**config.mk**
```make
export PLATFORM = sky130hd
export DESIGN_NAME = writeback_stage
export DESIGN_NICKNAME = d
export VERILOG_FILES = /design/src/rtl/wb_pkg.sv /design/src/rtl/load_align.sv /design/src/rtl/writeback_stage.sv
export SDC_FILE = /design/constraint.sdc
export NUM_CORES = 1
export LEC_CHECK = 0
export CAP_MARGIN = 20
export CORE_ASPECT_RATIO = 0.9
export CORE_MARGIN = 4
export CORE_UTILIZATION = 35
export CTS_BUF_LIST = sky130_fd_sc_hd__clkbuf_4 sky130_fd_sc_hd__clkbuf_8
export DETAILED_ROUTE_END_ITERATION = 16
export GPL_TIMING_DRIVEN = 0
export PLACE_DENSITY = 0.75
export SLEW_MARGIN = 10
export SYNTH_ARGS = -nofsm -noshare
export SYNTH_HDL_FRONTEND = slang
export SYNTH_HIERARCHICAL = 1
export SYNTH_SLANG_ARGS = --single-unit
export TNS_END_PERCENT = 100
```
**constraint.sdc**
```tcl
create_clock -name clk -period 2.3 [get_ports clk]
set_input_delay 0.46 -clock clk [delete_from_list [all_inputs] [get_ports clk]]
set_output_delay 0.46 -clock clk [all_outputs]
set_load 0.02 [all_outputs]
```
**src/rtl/wb_pkg.sv**
```systemverilog
// Shared constants and types for the register-file writeback stage.
package wb_pkg;
  localparam int SRC_ALU   = 0;
  localparam int SRC_CONST = 1;
  localparam int SRC_LOAD  = 2;
  localparam int SRC_PC4   = 3;

  localparam logic [2:0] LD_B  = 3'b000;
  localparam logic [2:0] LD_H  = 3'b001;
  localparam logic [2:0] LD_W  = 3'b010;
  localparam logic [2:0] LD_BU = 3'b100;
  localparam logic [2:0] LD_HU = 3'b101;

  typedef enum logic [1:0] {EMPTY = 2'd0, ONE = 2'd1, TWO = 2'd2} wb_state_e;
endpackage

```
**src/rtl/load_align.sv**
```systemverilog
// Sub-word load extraction with sign/zero extension; full words pass through.
module load_align
  import wb_pkg::*;
#(
  parameter int XLEN = 32
) (
  input  logic [XLEN-1:0] word,
  input  logic [2:0]      fmt,
  input  logic [1:0]      byte_off,
  output logic [XLEN-1:0] data
);
  logic [7:0]  w_byte;
  logic [15:0] w_half;

  always_comb begin
    w_byte = word[{byte_off, 3'b000} +: 8];
    w_half = byte_off[1] ? word[31:16] : word[15:0];
    case (fmt)
      LD_B:    data = {{(XLEN-8){w_byte[7]}}, w_byte};
      LD_BU:   data = {{(XLEN-8){1'b0}}, w_byte};
      LD_H:    data = {{(XLEN-16){w_half[15]}}, w_half};
      LD_HU:   data = {{(XLEN-16){1'b0}}, w_half};
      default: data = word;
    endcase
  end
endmodule

```
**src/rtl/writeback_stage.sv**
```systemverilog
// Writeback source select, load formatting and a 2-entry skid queue with
// forwarding from queued entries toward the register-file write port.
module writeback_stage
  import wb_pkg::*;
#(
  parameter int XLEN     = 32,
  parameter int NSRC     = 4,
  parameter int REGW     = 5,
  parameter int LOAD_SRC = SRC_LOAD
) (
  input  logic                     clk,
  input  logic                     rst_n,
  input  logic                     in_valid,
  output logic                     in_ready,
  input  logic [NSRC*XLEN-1:0]     src_data,
  input  logic [$clog2(NSRC)-1:0]  src_sel,
  input  logic [2:0]               load_fmt,
  input  logic [1:0]               byte_off,
  input  logic [REGW-1:0]          rd_addr,
  input  logic                     rd_we,
  output logic                     out_valid,
  input  logic                     out_ready,
  output logic [REGW-1:0]          out_addr,
  output logic [XLEN-1:0]          out_data,
  input  logic [REGW-1:0]          fwd_raddr,
  output logic                     fwd_hit,
  output logic [XLEN-1:0]          fwd_data,
  output logic [1:0]               occupancy
);
  localparam int SELW = $clog2(NSRC);
  localparam logic [SELW-1:0] LOAD_SEL = SELW'(LOAD_SRC);

  wb_state_e       r_state;
  logic [REGW-1:0] r_addr0, r_addr1;
  logic [XLEN-1:0] r_data0, r_data1;

  logic [XLEN-1:0] w_sel_data, w_fmt_data, w_wr_data;
  logic            w_push, w_pop;

  // Selects beyond NSRC match no source and leave the data at zero.
  always_comb begin
    w_sel_data = '0;
    for (int i = 0; i < NSRC; i++) begin
      if (src_sel == SELW'(i)) w_sel_data = src_data[i*XLEN +: XLEN];
    end
  end

  load_align #(.XLEN(XLEN)) u_load_align (
    .word     (w_sel_data),
    .fmt      (load_fmt),
    .byte_off (byte_off),
    .data     (w_fmt_data)
  );

  assign w_wr_data = (src_sel == LOAD_SEL) ? w_fmt_data : w_sel_data;
  assign in_ready  = (r_state != TWO) && rst_n;
  assign out_valid = (r_state != EMPTY);
  assign out_addr  = r_addr0;
  assign out_data  = r_data0;
  assign occupancy = (r_state == TWO) ? 2'd2 : (r_state == ONE) ? 2'd1 : 2'd0;
  // Null writes are handshaken but never enter the queue.
  assign w_push    = in_valid && in_ready && rd_we && (rd_addr != '0);
  assign w_pop     = out_valid && out_ready;

  // Slot 0 is always the oldest entry; slot 1 only holds data in TWO.
  always_ff @(posedge clk or negedge rst_n) begin
    if (!rst_n) begin
      r_state <= EMPTY;
      r_addr0 <= '0;
      r_data0 <= '0;
      r_addr1 <= '0;
      r_data1 <= '0;
    end else begin
      case (r_state)
        EMPTY: begin
          if (w_push) begin
            r_addr0 <= rd_addr;
            r_data0 <= w_wr_data;
            r_state <= ONE;
          end
        end
        ONE: begin
          if (w_push && !w_pop) begin
            r_addr1 <= rd_addr;
            r_data1 <= w_wr_data;
            r_state <= TWO;
          end else if (w_push && w_pop) begin
            r_addr0 <= rd_addr;
            r_data0 <= w_wr_data;
          end else if (w_pop) begin
            r_state <= EMPTY;
          end
        end
        TWO: begin
          if (w_pop) begin
            r_addr0 <= r_addr1;
            r_data0 <= r_data1;
            r_state <= ONE;
          end
        end
        default: r_state <= EMPTY;
      endcase
    end
  end

  // Newest entry is checked last so it overrides an older match.
  always_comb begin
    fwd_hit  = 1'b0;
    fwd_data = '0;
    if (fwd_raddr != '0) begin
      if (r_state != EMPTY && r_addr0 == fwd_raddr) begin
        fwd_hit  = 1'b1;
        fwd_data = r_data0;
      end
      if (r_state == TWO && r_addr1 == fwd_raddr) begin
        fwd_hit  = 1'b1;
        fwd_data = r_data1;
      end
    end
  end
endmodule

```
**After elaboration in Yosys (flattened, before gate mapping)**

Index checks and enable logic that the tools add are counted.

- Output and inout port bits: 74
- ROM bits: 0
- Bits in latches: 0
- Word-level logic and storage cells: 74
- Memories kept: 0
- Input port bits: 150
- Register bits after elaboration: 76
- Bits in writable memories: 0

- Eq/ne operators: 17
- Mux-type cells: 31
- Magnitude comparators: 0
- Shift-type cells: 1
- Div/mod/pow operators: 0
- Bitwise gates (word level): 0
- $mul: 0
- Reduce and logical (&&, ||, !) cells: 20
- $add $sub $neg: 0

Operators with widths:

| cell | count |
|---|---|
| $mux 32 | 12 |
| $pmux 32 s4 | 1 |
| $pmux 32 s3 | 1 |
| $shiftx 32x6->8 | 1 |
| $mux 5 | 4 |
| $mux 16 | 1 |
| $pmux 5 s3 | 1 |
| $mux 2 | 6 |
| $eq 5x5->1 | 2 |
| $reduce_bool 5->1 | 2 |
| $logic_and 1x1->1 | 9 |
| $ne 2x2->1 const B | 4 |
| $eq 2x2->1 const B | 3 |
| $eq 3x3->1 const B | 2 |
| $pmux 2 s3 | 1 |
| $reduce_and 5->1 | 1 |
| $eq 2x1->1 const B | 2 |
| $logic_not 2->1 | 2 |
| $mux 1 | 4 |
| $reduce_and 4->1 | 1 |
| $eq 3x1->1 const B | 1 |
| $logic_not 3->1 | 1 |
| $ne 3x2->1 const B | 1 |
| $ne 3x3->1 const B | 1 |
| other kinds (5) | 5 |

**Depth between registers and ports, before layout**

Gate-level depths: netlist of run 1.

- Depth after elaboration: 11
- Mapped depth: 11
- Depth with buffers taken out: 7

**Cells and area by module**

Netlist of run 1, hierarchy kept.

Modules (own cells, without submodules):

| module | area an instance (sq um) | times used | cells each | seq. area each (sq um) |
|---|---|---|---|---|
| writeback_stage | 5791.8 | 1 | 430 | 1901.8 |
| load_align | 845.8 | 1 | 96 | 0.0 |

**Least setup slack after synthesis of run 1**

Ideal clock, no wire load.

- Path type: input to register
- Start point: in src_sel[0]
- End point: reg r_data0[10] (netlist: out_data[10])
- Cell stages on the path: 11
- Library setup time: 0.125 ns
- Setup slack: -1.377 ns
- Arrival time: 3.552 ns
- Data required time: 2.175 ns
- Cells stage by stage: buf_4 -> buf_2 -> buf_2 -> mux4_2 -> mux2_4 -> a22oi_4 -> buf_6 -> a2bb2oi_2 -> mux4_2 -> mux2_2 -> mux2_4

- Word-level cells in the longest chain between the ends: 11
- Elaborated cells between the ends (all ways): 16

RTL lines:

| element | RTL line | text |
|---|---|---|
| from (decl) | writeback_stage.sv:16 | `input logic [$clog2(NSRC)-1:0] src_sel,` |
| $logic_not 2->1 | writeback_stage.sv:44 | `if (src_sel == SELW'(i)) w_sel_data = src_data[i*XLEN +: XLEN];` |
| $mux 32 (3 in a row) | writeback_stage.sv:44 |  |
| $mux 32 (*) | writeback_stage.sv:44 |  |
| via w_sel_data[23] | writeback_stage.sv:37 | `logic [XLEN-1:0] w_sel_data, w_fmt_data, w_wr_data;` |
| $shiftx 32x6->8 (*) | load_align.sv:16 | `w_byte = word[{byte_off, 3'b000} +: 8];` |
| $pmux 32 s4 (*) | load_align.sv:18 | `case (fmt)` |
| via w_fmt_data[10] | writeback_stage.sv:37 |  |
| $mux 32 (*) | writeback_stage.sv:55 | `assign w_wr_data = (src_sel == LOAD_SEL) ? w_fmt_data : w_sel_data;` |
| $mux 32 | writeback_stage.sv:87 | `end else if (w_push && w_pop) begin` |
| $mux 32 | writeback_stage.sv:83 | `if (w_push && !w_pop) begin` |
| $pmux 32 s3 (*) | writeback_stage.sv:74 | `case (r_state)` |
| to (signal assigned) | writeback_stage.sv:78 | `r_data0 <= w_wr_data;` |
| to (signal assigned) | writeback_stage.sv:89 | `r_data0 <= w_wr_data;` |
| to (signal assigned) | writeback_stage.sv:97 | `r_data0 <= r_data1;` |
| to (decl) | writeback_stage.sv:35 | `logic [XLEN-1:0] r_data0, r_data1;` |

Mark *: on every way through the listed nets, which the timed path passes. The rest lies on a longest branch. The select of a mux whose other input is x is not followed.
A chain may end at the register's enable or synchronous reset.

**Worst setup path in the final report of run 1**

- Start point: in src_sel[0]
- End point: reg r_data0[30] (netlist: out_data[30])

The elaborated chain is that of the path after synthesis.

==> impl_metrics.ini, run 1 <==
[clocking]
clock_latency_ns = 0.36
hold_buffers = 0
ctsRootBufferMaster = clkbuf_8
cts_buffers = 9
cts_tree = yes
clk_path_buf_depth = 2
htreeDepth = 3
cts_sinks = 76
path_clk_slew_ns = 0.08

[logic_synthesis]
synth-compound-area-share_pct = 14.29
yosys-top-cells-count = dfrtp_1, mux2_2, mux4_2, o21ai_0, a211oi_1
yosysWarnings = 6
synth-main-ff-cell = dfrtp_1
synthSimpleGateAreaFrac_pct = 6.126
postSynthCellCount = 526
synth_area_per_cell_um2 = 12.62
synthMuxAreaShare_pct = 44.20
yosysTopAreaCell = dfrtp_1
synthAdderAreaFrac_pct = 0
async_flop_share_pct = 100.0
synth_top_area_share_pct = 28.65
netlist_top_cells_area = dfrtp_1, mux4_2, mux2_2
ys_types = 47
ys_ff_latch = 76
synth_edf_count = 0
synth_area_um2 = 6638
synth_top_family_by_area = multiplexers
yosysSeqAreaShare_pct = 28.65
synth_nets = 676
synth_xor_area_share_pct = 1.320

[power_and_ir_drop]
power_density_nw_per_um2 = 592.8
fin_total_pwr_w = 0.006974
irDropWorstVdd_uv = 265.0
p_leak_nw = 4.948

[setup_path]
rr_worst_depth = 9
arrival_ns = 3.30
cp-start-kind = primary input
end_kind = flip-flop
worstPathMaxFanout = 7
crit_required_ns = 2.55
path_class = in -> reg

[outcome]
violations = negative setup slack
status = complete, but fails checks

[grt]
grt_max_degree = 47
grt_pass1_wl_mm = 39.03
grt_pass1_vias = 6560
overflow = 0
grt.total_usage_pct = 23.56
antenna_found_initial = 3

[placed_design]
port_buffers = 220
hpwl_mm = 18.84
place_ws_ns = -1.481
gp_congestion = 0.9067

[layout]
nFillCells = 1396
multiInputGateArea_um2 = 5346
finalNetCount = 998
syn2layout_area_growth_pct = 77.23
regArea_um2 = 1904
drive_above_1_share_pct = 58.50

[timing]
hold_violations = 0
skew_ns = 0.008502
fmax_ghz = 0.3280
setup_slack_ns = -0.7488
post-route-period-util_pct = 132.6
rsz0062_at_grt = yes
setup_violations = 96
maxSlewHeadroom_pct = 36.20
tightest_slew_ns = 0.9570
finalMaxSlewViolations = 0
min_period_ns = 3.049

[floorplan]
fp.dieW_um = 153.2
io_pins = 224
dieHeight_um = 138.6
rows = 47
start_util_pct = 35.83
coreArea_um2 = 18520
die_area_um2 = 21230

[drt]
drc = 0
vias = 6371
antenna_left = 0
drt-initial-drc-count = 289
met2_length_mm = 13.43
wl_per_cell_um = 24.71
wl_met1_mm = 10.86
top_layer_used = met5
wl_mm = 27.16
dr_wl_met3_mm = 1.897
firstDrtPassIters = 7
vias_per_cell = 5.797

[worst_hold_path]
hold_class = in -> async

[run]
drv_cap = 0
-- power by group --
| group | internal, W | total, W | switching (W) | leakage (nW) |
|---|---|---|---|---|
| Clock | 0.000664 | 0.00119 | 0.000524 | 0.113 |
| Sequential | 0.00178 | 0.00227 | 0.000487 | 0.940 |
| Combinational | 0.00205 | 0.00351 | 0.00147 | 3.89 |
-- flip-flops by register name, summed over array words and instances, names as in the netlist --
register  count
r_state       2
r_data1      32
r_addr1       5
out_data     32
out_addr      5
-- logic make-up (layout without fill, tap and decap cells) --
family                    count (synthesis)  count (layout)
AOI/OAI and AO/OA                       117             117
xor gates and xnor gates                 10              10
buffers and inverters                    60             387
DFF                                      76              76
muxes                                   187             187
other                                     0               1
and+or+nand+nor                          76              76
-- routing by layer --
layer  track usage, %  vias to the layer above
met1            30.65                     3241
met4            7.501                        2
met5                0                        -
li1                 -                     2747
met2            39.20                      323
met3            5.304                       58
-- what timing repair did --
| action | in CTS | in global routing |
|---|---|---|
| gates cloned | 6 | 6 |
| pin swaps | 19 | 50 |
| endpoints found under the setup margin | 100 | 102 |
| resized for setup | 407 | 146 |
| buffers inserted | 54 | 32 |
-- stage by stage --
| step | hold WS (ns) | cells | setup TNS [ns] | instance area [um2] | utilization (%) |
|---|---|---|---|---|---|
| floorplan | 0.1644 | 526 | -50.70 | 7002 | - |
| global placement | 0.4942 | 991 | -452.63 | 9510 | 51.34 |
| detailed placement | 0.4427 | 992 | -128.37 | 9535 | 51.48 |
| CTS | 0.04659 | 1066 | -42.70 | 10940 | 59.04 |
| global route | 0.06550 | 1099 | -44.25 | 11760 | 63.51 |
| finish | 0.05054 | 1099 | -40.55 | 11760 | 63.51 |
-- layout by cell type (no fill, tap or decap), drive strengths merged, types with 2 or more instances in the layout --
master         count
a211oi            33
a21oi              7
a221o              6
a22o               2
a2bb2oi           20
and3               2
buf              160
bufbuf             2
bufinv             2
clkbuf            35
clkdlybuf4s50    125
clkinv             2
dfrtp             76
dlygate4sd2       29
dlymetal6s2s      27
inv                3
mux2             116
mux2i              7
mux4              64
nand2             10
nand3             32
nand4              2
nor2               8
nor2b             11
o21a               3
o21ai             35
o221ai             5
o31a               2
or4                3
xnor2             10
-- worst max-delay path, stage by stage --
cell,delay (ns)
buf_12,0.11
buf_12,0.12
mux4_2,0.54
mux2_4,0.31
a22oi_4,0.27
buf_12,0.18
clkbuf_16,0.15
a2bb2oi_2,0.05
mux4_2,0.53
mux2_4,0.29
mux2_4,0.26
-- worst paths after layout --
kind / start / endpoint / slack (ns)
worst max register to register: r_state[0] / out_data[23] / -0.12
worst max-delay path: src_sel[0] / out_data[30] / -0.75
worst min register to register: r_data1[23] / r_data1[23] / 0.54
worst min-delay path: rst_n / r_addr1[3] / 0.05
min in group clk: r_data1[23] / r_data1[23] / 0.54
max in group asynchronous: rst_n / r_data1[13] / 1.65
-- cell type report --
type	instances	share of cell area, %
antenna	1	0.02127
buffer	51	5.946
clock buffer	12	1.298
clock inverter	4	0.6169
inverter	4	0.1489
multi-input combinational	390	45.45
sequential	76	16.19
tap	245	2.606
timing repair buffer	316	27.73
Power figures use the tool's default switching activity.
==> inputs of run 2 (changes only) <==
ABC_CLOCK_PERIOD_IN_PS = 2300   (was not set)
CTS_BUF_LIST = not set   (was sky130_fd_sc_hd__clkbuf_4 sky130_fd_sc_hd__clkbuf_8)
==> run 2 against run 1 <==
Effect of this change:
- the flow still finishes with violations (negative setup slack)
- via count down 3.0%
- critical path depth stayed put
- core utilization down 4.3 points
- sequential cell count is the same
- highest routed layer unchanged
- clock skew is 0.0036 ns lower
- worst setup slack got worse by 0.016 ns
- largest power group unchanged
- sequential power decreased by 4%
- cell count is 2.5% lower
- register-to-register slack improved by 0.08 ns
- non-clock buffer count fell by 27
==> impl_metrics.ini, run 2 (same netlist as run 1, synthesis figures left out) <==
[outcome]
status = complete, but fails checks
violations = negative setup slack

[setup_path]
arrival_ns = 3.28
end_kind = flip-flop
crit_required_ns = 2.52
critPathTopFamily = multiplexers
cp_cell_sequence = buf_12, buf_12, mux4_2, mux2_4, a22oi_4, buf_12, buf_8, a2bb2oi_4, mux4_2, mux2_4, mux2_4
worst_path_largest_cell_delay_ns = 0.54
critPathSlowestCell = mux4_2
worstPathMaxFanout = 7
path_buf_inv = 4
cp-start-kind = primary input
path_class = in -> reg

[timing]
fmax_ghz = 0.3263
tightest_slew_ns = 0.8460
tns_ns = -42.37
setup_slack_ns = -0.7647
hold_violations = 0
skew_ns = 0.004870
post-route-period-util_pct = 133.2
min_period_ns = 3.065
finalMaxSlewViolations = 0
setup_violations = 97
maxSlewHeadroom_pct = 43.60
rsz0062_at_grt = yes

[drt]
wl_mm = 25.35
antenna_left = 0
drc = 0
vias_per_cell = 5.768
firstDrtPassIters = 4
vias = 6183
wl_per_cell_um = 23.65
drt-initial-drc-count = 377

[clocking]
cts_tree = yes
ctsRootBufferMaster = clkbuf_16
clk_path_buf_depth = 2
clock_latency_ns = 0.34
hold_buffers = 0
path_clk_slew_ns = 0.06
cts_buffers = 9
cts_sinks = 76
htreeDepth = 3

[layout]
finalNetCount = 971
drive_above_1_share_pct = 51.33
layout_common_cells = clkdlybuf4s50_1, buf_4, dfrtp_1, mux2_4, mux4_2
final_cell_count_no_fill = 1072
nFillCells = 1508
final_common_cell = clkdlybuf4s50_1
syn2layout_area_growth_pct = 65.11
fin_util_pct = 59.16

[grt]
antenna_found_initial = 2
grt_max_degree = 47
overflow = 0
grt_pass1_vias = 6301
grt.total_usage_pct = 22.70
grt_pass1_wl_mm = 37.56

[power_and_ir_drop]
irDropWorstVdd_uv = 363.4
power_density_nw_per_um2 = 632.0
p_leak_nw = 4.654
fin_total_pwr_w = 0.006926

[floorplan]
die_area_um2 = 21230
fp.dieW_um = 153.2
start_util_pct = 35.83
rows = 47
io_pins = 224
dieHeight_um = 138.6
coreArea_um2 = 18520

[placed_design]
placed_cells = 992
gp_congestion = 0.9067
port_buffers = 220
hpwl_mm = 18.84

[worst_hold_path]
hold_class = in -> async

[run]
drv_cap = 0
run 2: changes by cell type in the layout (fill, tap and decap cells not counted), moves of 8 or more:
cell and change:
buf_6 -12, buf_8 -8, mux2_2 +9, mux2_4 -9
nand3_1 +22, nand3_2 -12, nand3_4 -10, o21ai_0 +8
o21ai_2 -13
run 2: final cells by class:
cell class	count	area [um2]	area share, %
Multi-Input combinational cell	390	4962	45.28
Timing Repair Buffer	287	2828	25.80
Sequential cell	76	1903	17.36
Buffer	53	623.1	5.686
Tap cell	245	306.5	2.797
Clock buffer	12	246.5	2.249
Clock inverter	4	72.57	0.6622
Inverter	4	15.01	0.1370
Antenna cell	1	2.502	0.02283
run 2: per-stage QoR:
| stage | worst slack, ns | area, um2 | hold slack (ns) |
|---|---|---|---|
| 4_1_cts | -0.7823 | 10450 | 0.08541 |
| 3_3_place_gp | -3.461 | 9510 | 0.4942 |
| 3_5_place_dp | -1.481 | 9535 | 0.4427 |
| 6_report | -0.7647 | 10960 | 0.08253 |
| 5_1_grt | -0.7898 | 10960 | 0.1091 |
| 2_1_floorplan | -0.9843 | 7002 | 0.1644 |
run 2: worst paths after layout:
check	endpoint	cells past startpoint	slack [ns]	from
setup / recovery	out_data[8]	11	-0.76	src_sel[0]
hold / removal	r_addr1[3]	1	0.08	rst_n
setup reg to reg	out_data[15]	8	-0.04	r_state[0]
hold reg to reg	out_data[2]	1	0.53	out_data[2]
max in group asynchronous	r_data1[13]	2	1.62	rst_n
min in group clk	out_data[2]	1	0.53	out_data[2]
run 2: worst register-to-register path, stage by stage (launching register included):
cell	delay [ns]
dfrtp_1	0.38
inv_2	0.09
nand2_1	0.09
inv_2	0.14
buf_4	0.13
buf_4	0.09
clkbuf_1	0.63
mux2_2	0.42
mux2_4	0.26
run 2: routing by layer:
metal,up-vias,track usage [%],wire (um),share of wire (%)
li1,2701,-,-,-
met1,3139,29.99,10540,42
met2,292,37.62,12190,48
met3,49,4.867,1831,7.2
met4,2,6.798,779,3.1
met5,-,0,13,0.051
run 2: repair_timing:
item,4_1_cts,5_1_grt
gates cloned,3,1
resized for setup,218,208
endpoints found under the setup margin,105,99
pin swaps,14,21
buffers inserted,29,35
run 2: where the power goes:
part / total, W / switching (W) / internal, W
logic: 0.00320 / 0.00136 / 0.00184
registers: 0.00219 / 0.000404 / 0.00179
clock network: 0.00154 / 0.000558 / 0.000979
==> inputs of run 3 (changes only) <==
==> constraint.sdc (replaced) <==
create_clock -name clk -period 2.3 [get_ports clk]
set_input_delay 0.46 -clock clk [delete_from_list [all_inputs] [get_ports clk]]
set_output_delay 0.46 -clock clk [all_outputs]
set_load 0.01 [all_outputs]
==> run 3 against run 2 <==
Effect of this change:
- the flow still finishes with violations (negative setup slack)
- power down 0.63%
- wire length increased by 6.0%
- combinational power barely moved
- first-iteration DRC count rose by 4.8%
- count of clock-buffer cells in the layout fell by 3
- non-clock buffer count is 14 higher
- worst setup slack got worse by 0.0072 ns
- global-route usage is 1.1 points higher
- register-to-register slack got worse by 0.12 ns
- cell count grew 1.4%
- via count is 2.7% higher
- highest routed layer is now met4
==> impl_metrics.ini, run 3 (same netlist as run 1, synthesis figures left out) <==
[grt]
antenna_found_initial = 2
grt_max_degree = 44
grt_pass1_wl_mm = 39.17
grt.total_usage_pct = 23.80
grt_pass1_vias = 6518
overflow = 0

[floorplan]
io_pins = 224
rows = 47
dieHeight_um = 138.6
coreArea_um2 = 18520
fp.dieW_um = 153.2
start_util_pct = 35.83
die_area_um2 = 21230

[layout]
drive_above_1_share_pct = 56.07
fin_util_pct = 60.25
syn2layout_area_growth_pct = 68.14
finalNetCount = 985
final_common_cell = clkdlybuf4s50_1
layout_common_cells = clkdlybuf4s50_1, dfrtp_1, mux2_4, mux4_2, buf_4
design_area_um2 = 11160

[setup_path]
end_kind = flip-flop
worstPathMaxFanout = 6
path_buf_inv = 4
path_class = in -> reg
crit_required_ns = 2.53
worst_path_largest_cell_delay_ns = 0.59
arrival_ns = 3.30
cp-start-kind = primary input
critPathTopFamily = multiplexers
rrSetupSlack_ns = -0.16
cp_cell_sequence = buf_12, buf_6, buf_12, mux4_2, mux2_4, a22oi_4, buf_12, o221ai_1, mux4_2, mux2_4, mux2_4
critPathSlowestCell = mux4_2

[power_and_ir_drop]
irDropWorstVdd_uv = 325.6
p_clk_share_pct = 21.5
p_leak_nw = 4.768
p_int_w = 0.004602
p_seq_share_pct = 32.5
power.share.switching_pct = 33.13
power_density_nw_per_um2 = 616.7
p_switching_w = 0.002280
comb_power_share_pct = 46.0

[clocking]
ctsRootBufferMaster = clkbuf_16
clock_latency_ns = 0.35
cts_sinks = 76
clk_path_buf_depth = 2
path_clk_slew_ns = 0.07
htreeDepth = 3
cts_buffers = 9
cts_tree = yes

[timing]
setup_violations = 97
rsz0062_at_grt = yes
maxSlewHeadroom_pct = 33.83
post-route-period-util_pct = 133.6
holdWs_ns = 0.08449
finalMaxSlewViolations = 0
hold_violations = 0
tns_ns = -41.51
min_period_ns = 3.072
skew_ns = 0.006868
fmax_ghz = 0.3255
setup_slack_ns = -0.7719
tightest_slew_ns = 0.9926

[drt]
drt-initial-drc-count = 395
firstDrtPassIters = 4
wl_mm = 26.87
antenna_left = 0
wl_per_cell_um = 24.72
drc = 0
vias = 6352
vias_per_cell = 5.844

[outcome]
violations = negative setup slack
status = complete, but fails checks

[placed_design]
hpwl_mm = 18.78
gp_congestion = 0.9359
port_buffers = 220
dpl-instance-area_um2 = 9265

[worst_hold_path]
hold_class = in -> async

[run]
drv_cap = 0
[run 3: timing repair]
item                       4_1_cts  5_1_grt
cloned                           6        2
hold buffers                     0        0
setup buffers                   47       33
setup endpoints to repair      102      107
pin swaps                       23       35
resized for setup              349      149
[run 3: final timing paths]
path | start | endpoint | cells past startpoint
max reg2reg | r_state[0] | out_data[20] | 9
max | src_sel[0] | out_data[9] | 11
min | rst_n | r_addr1[3] | 1
min in group clk | rd_addr[2] | r_addr1[2] | 2
max in group asynchronous | rst_n | r_data1[15] | 2
min reg2reg | out_data[25] | out_data[25] | 1
[run 3: per-layer routing]
| metal | track usage, % | part of all wire (%) |
|---|---|---|
| met3 | 4.368 | 6.1 |
| met1 | 30.84 | 41 |
| met4 | 10.36 | 3.7 |
| met2 | 39.08 | 50 |
| met5 | 0 | 0 |
[run 3: cell type report]
class,count,area (um2)
Fill cell,1472,7363
Multi-Input combinational cell,390,5081
Timing Repair Buffer,307,2927
Sequential cell,76,1903
Buffer,47,613.1
Tap cell,245,306.5
Clock buffer,9,225.2
Clock inverter,7,82.58
Inverter,4,17.52
Antenna cell,2,5.005
[run 3: power by group through the flow]
stage	logic (W)	registers, W	clock network, W
5_1_grt	0.00332	0.00229	0.00157
6_report	0.00317	0.00224	0.00148
3_3_place_gp	0.00255	0.00216	0
4_1_cts	0.00289	0.00217	0.00151
3_5_place_dp	0.00260	0.00217	0
2_1_floorplan	0.00137	0.00218	0
[run 3: through the flow]
step | setup slack, ns | power [W] | cells
2_1_floorplan | -0.9843 | 0.003546 | 526
3_3_place_gp | -3.263 | 0.004703 | 991
3_5_place_dp | -1.596 | 0.004763 | 992
4_1_cts | -0.8088 | 0.006577 | 1059
5_1_grt | -0.7910 | 0.007188 | 1087
6_report | -0.7719 | 0.006883 | 1087
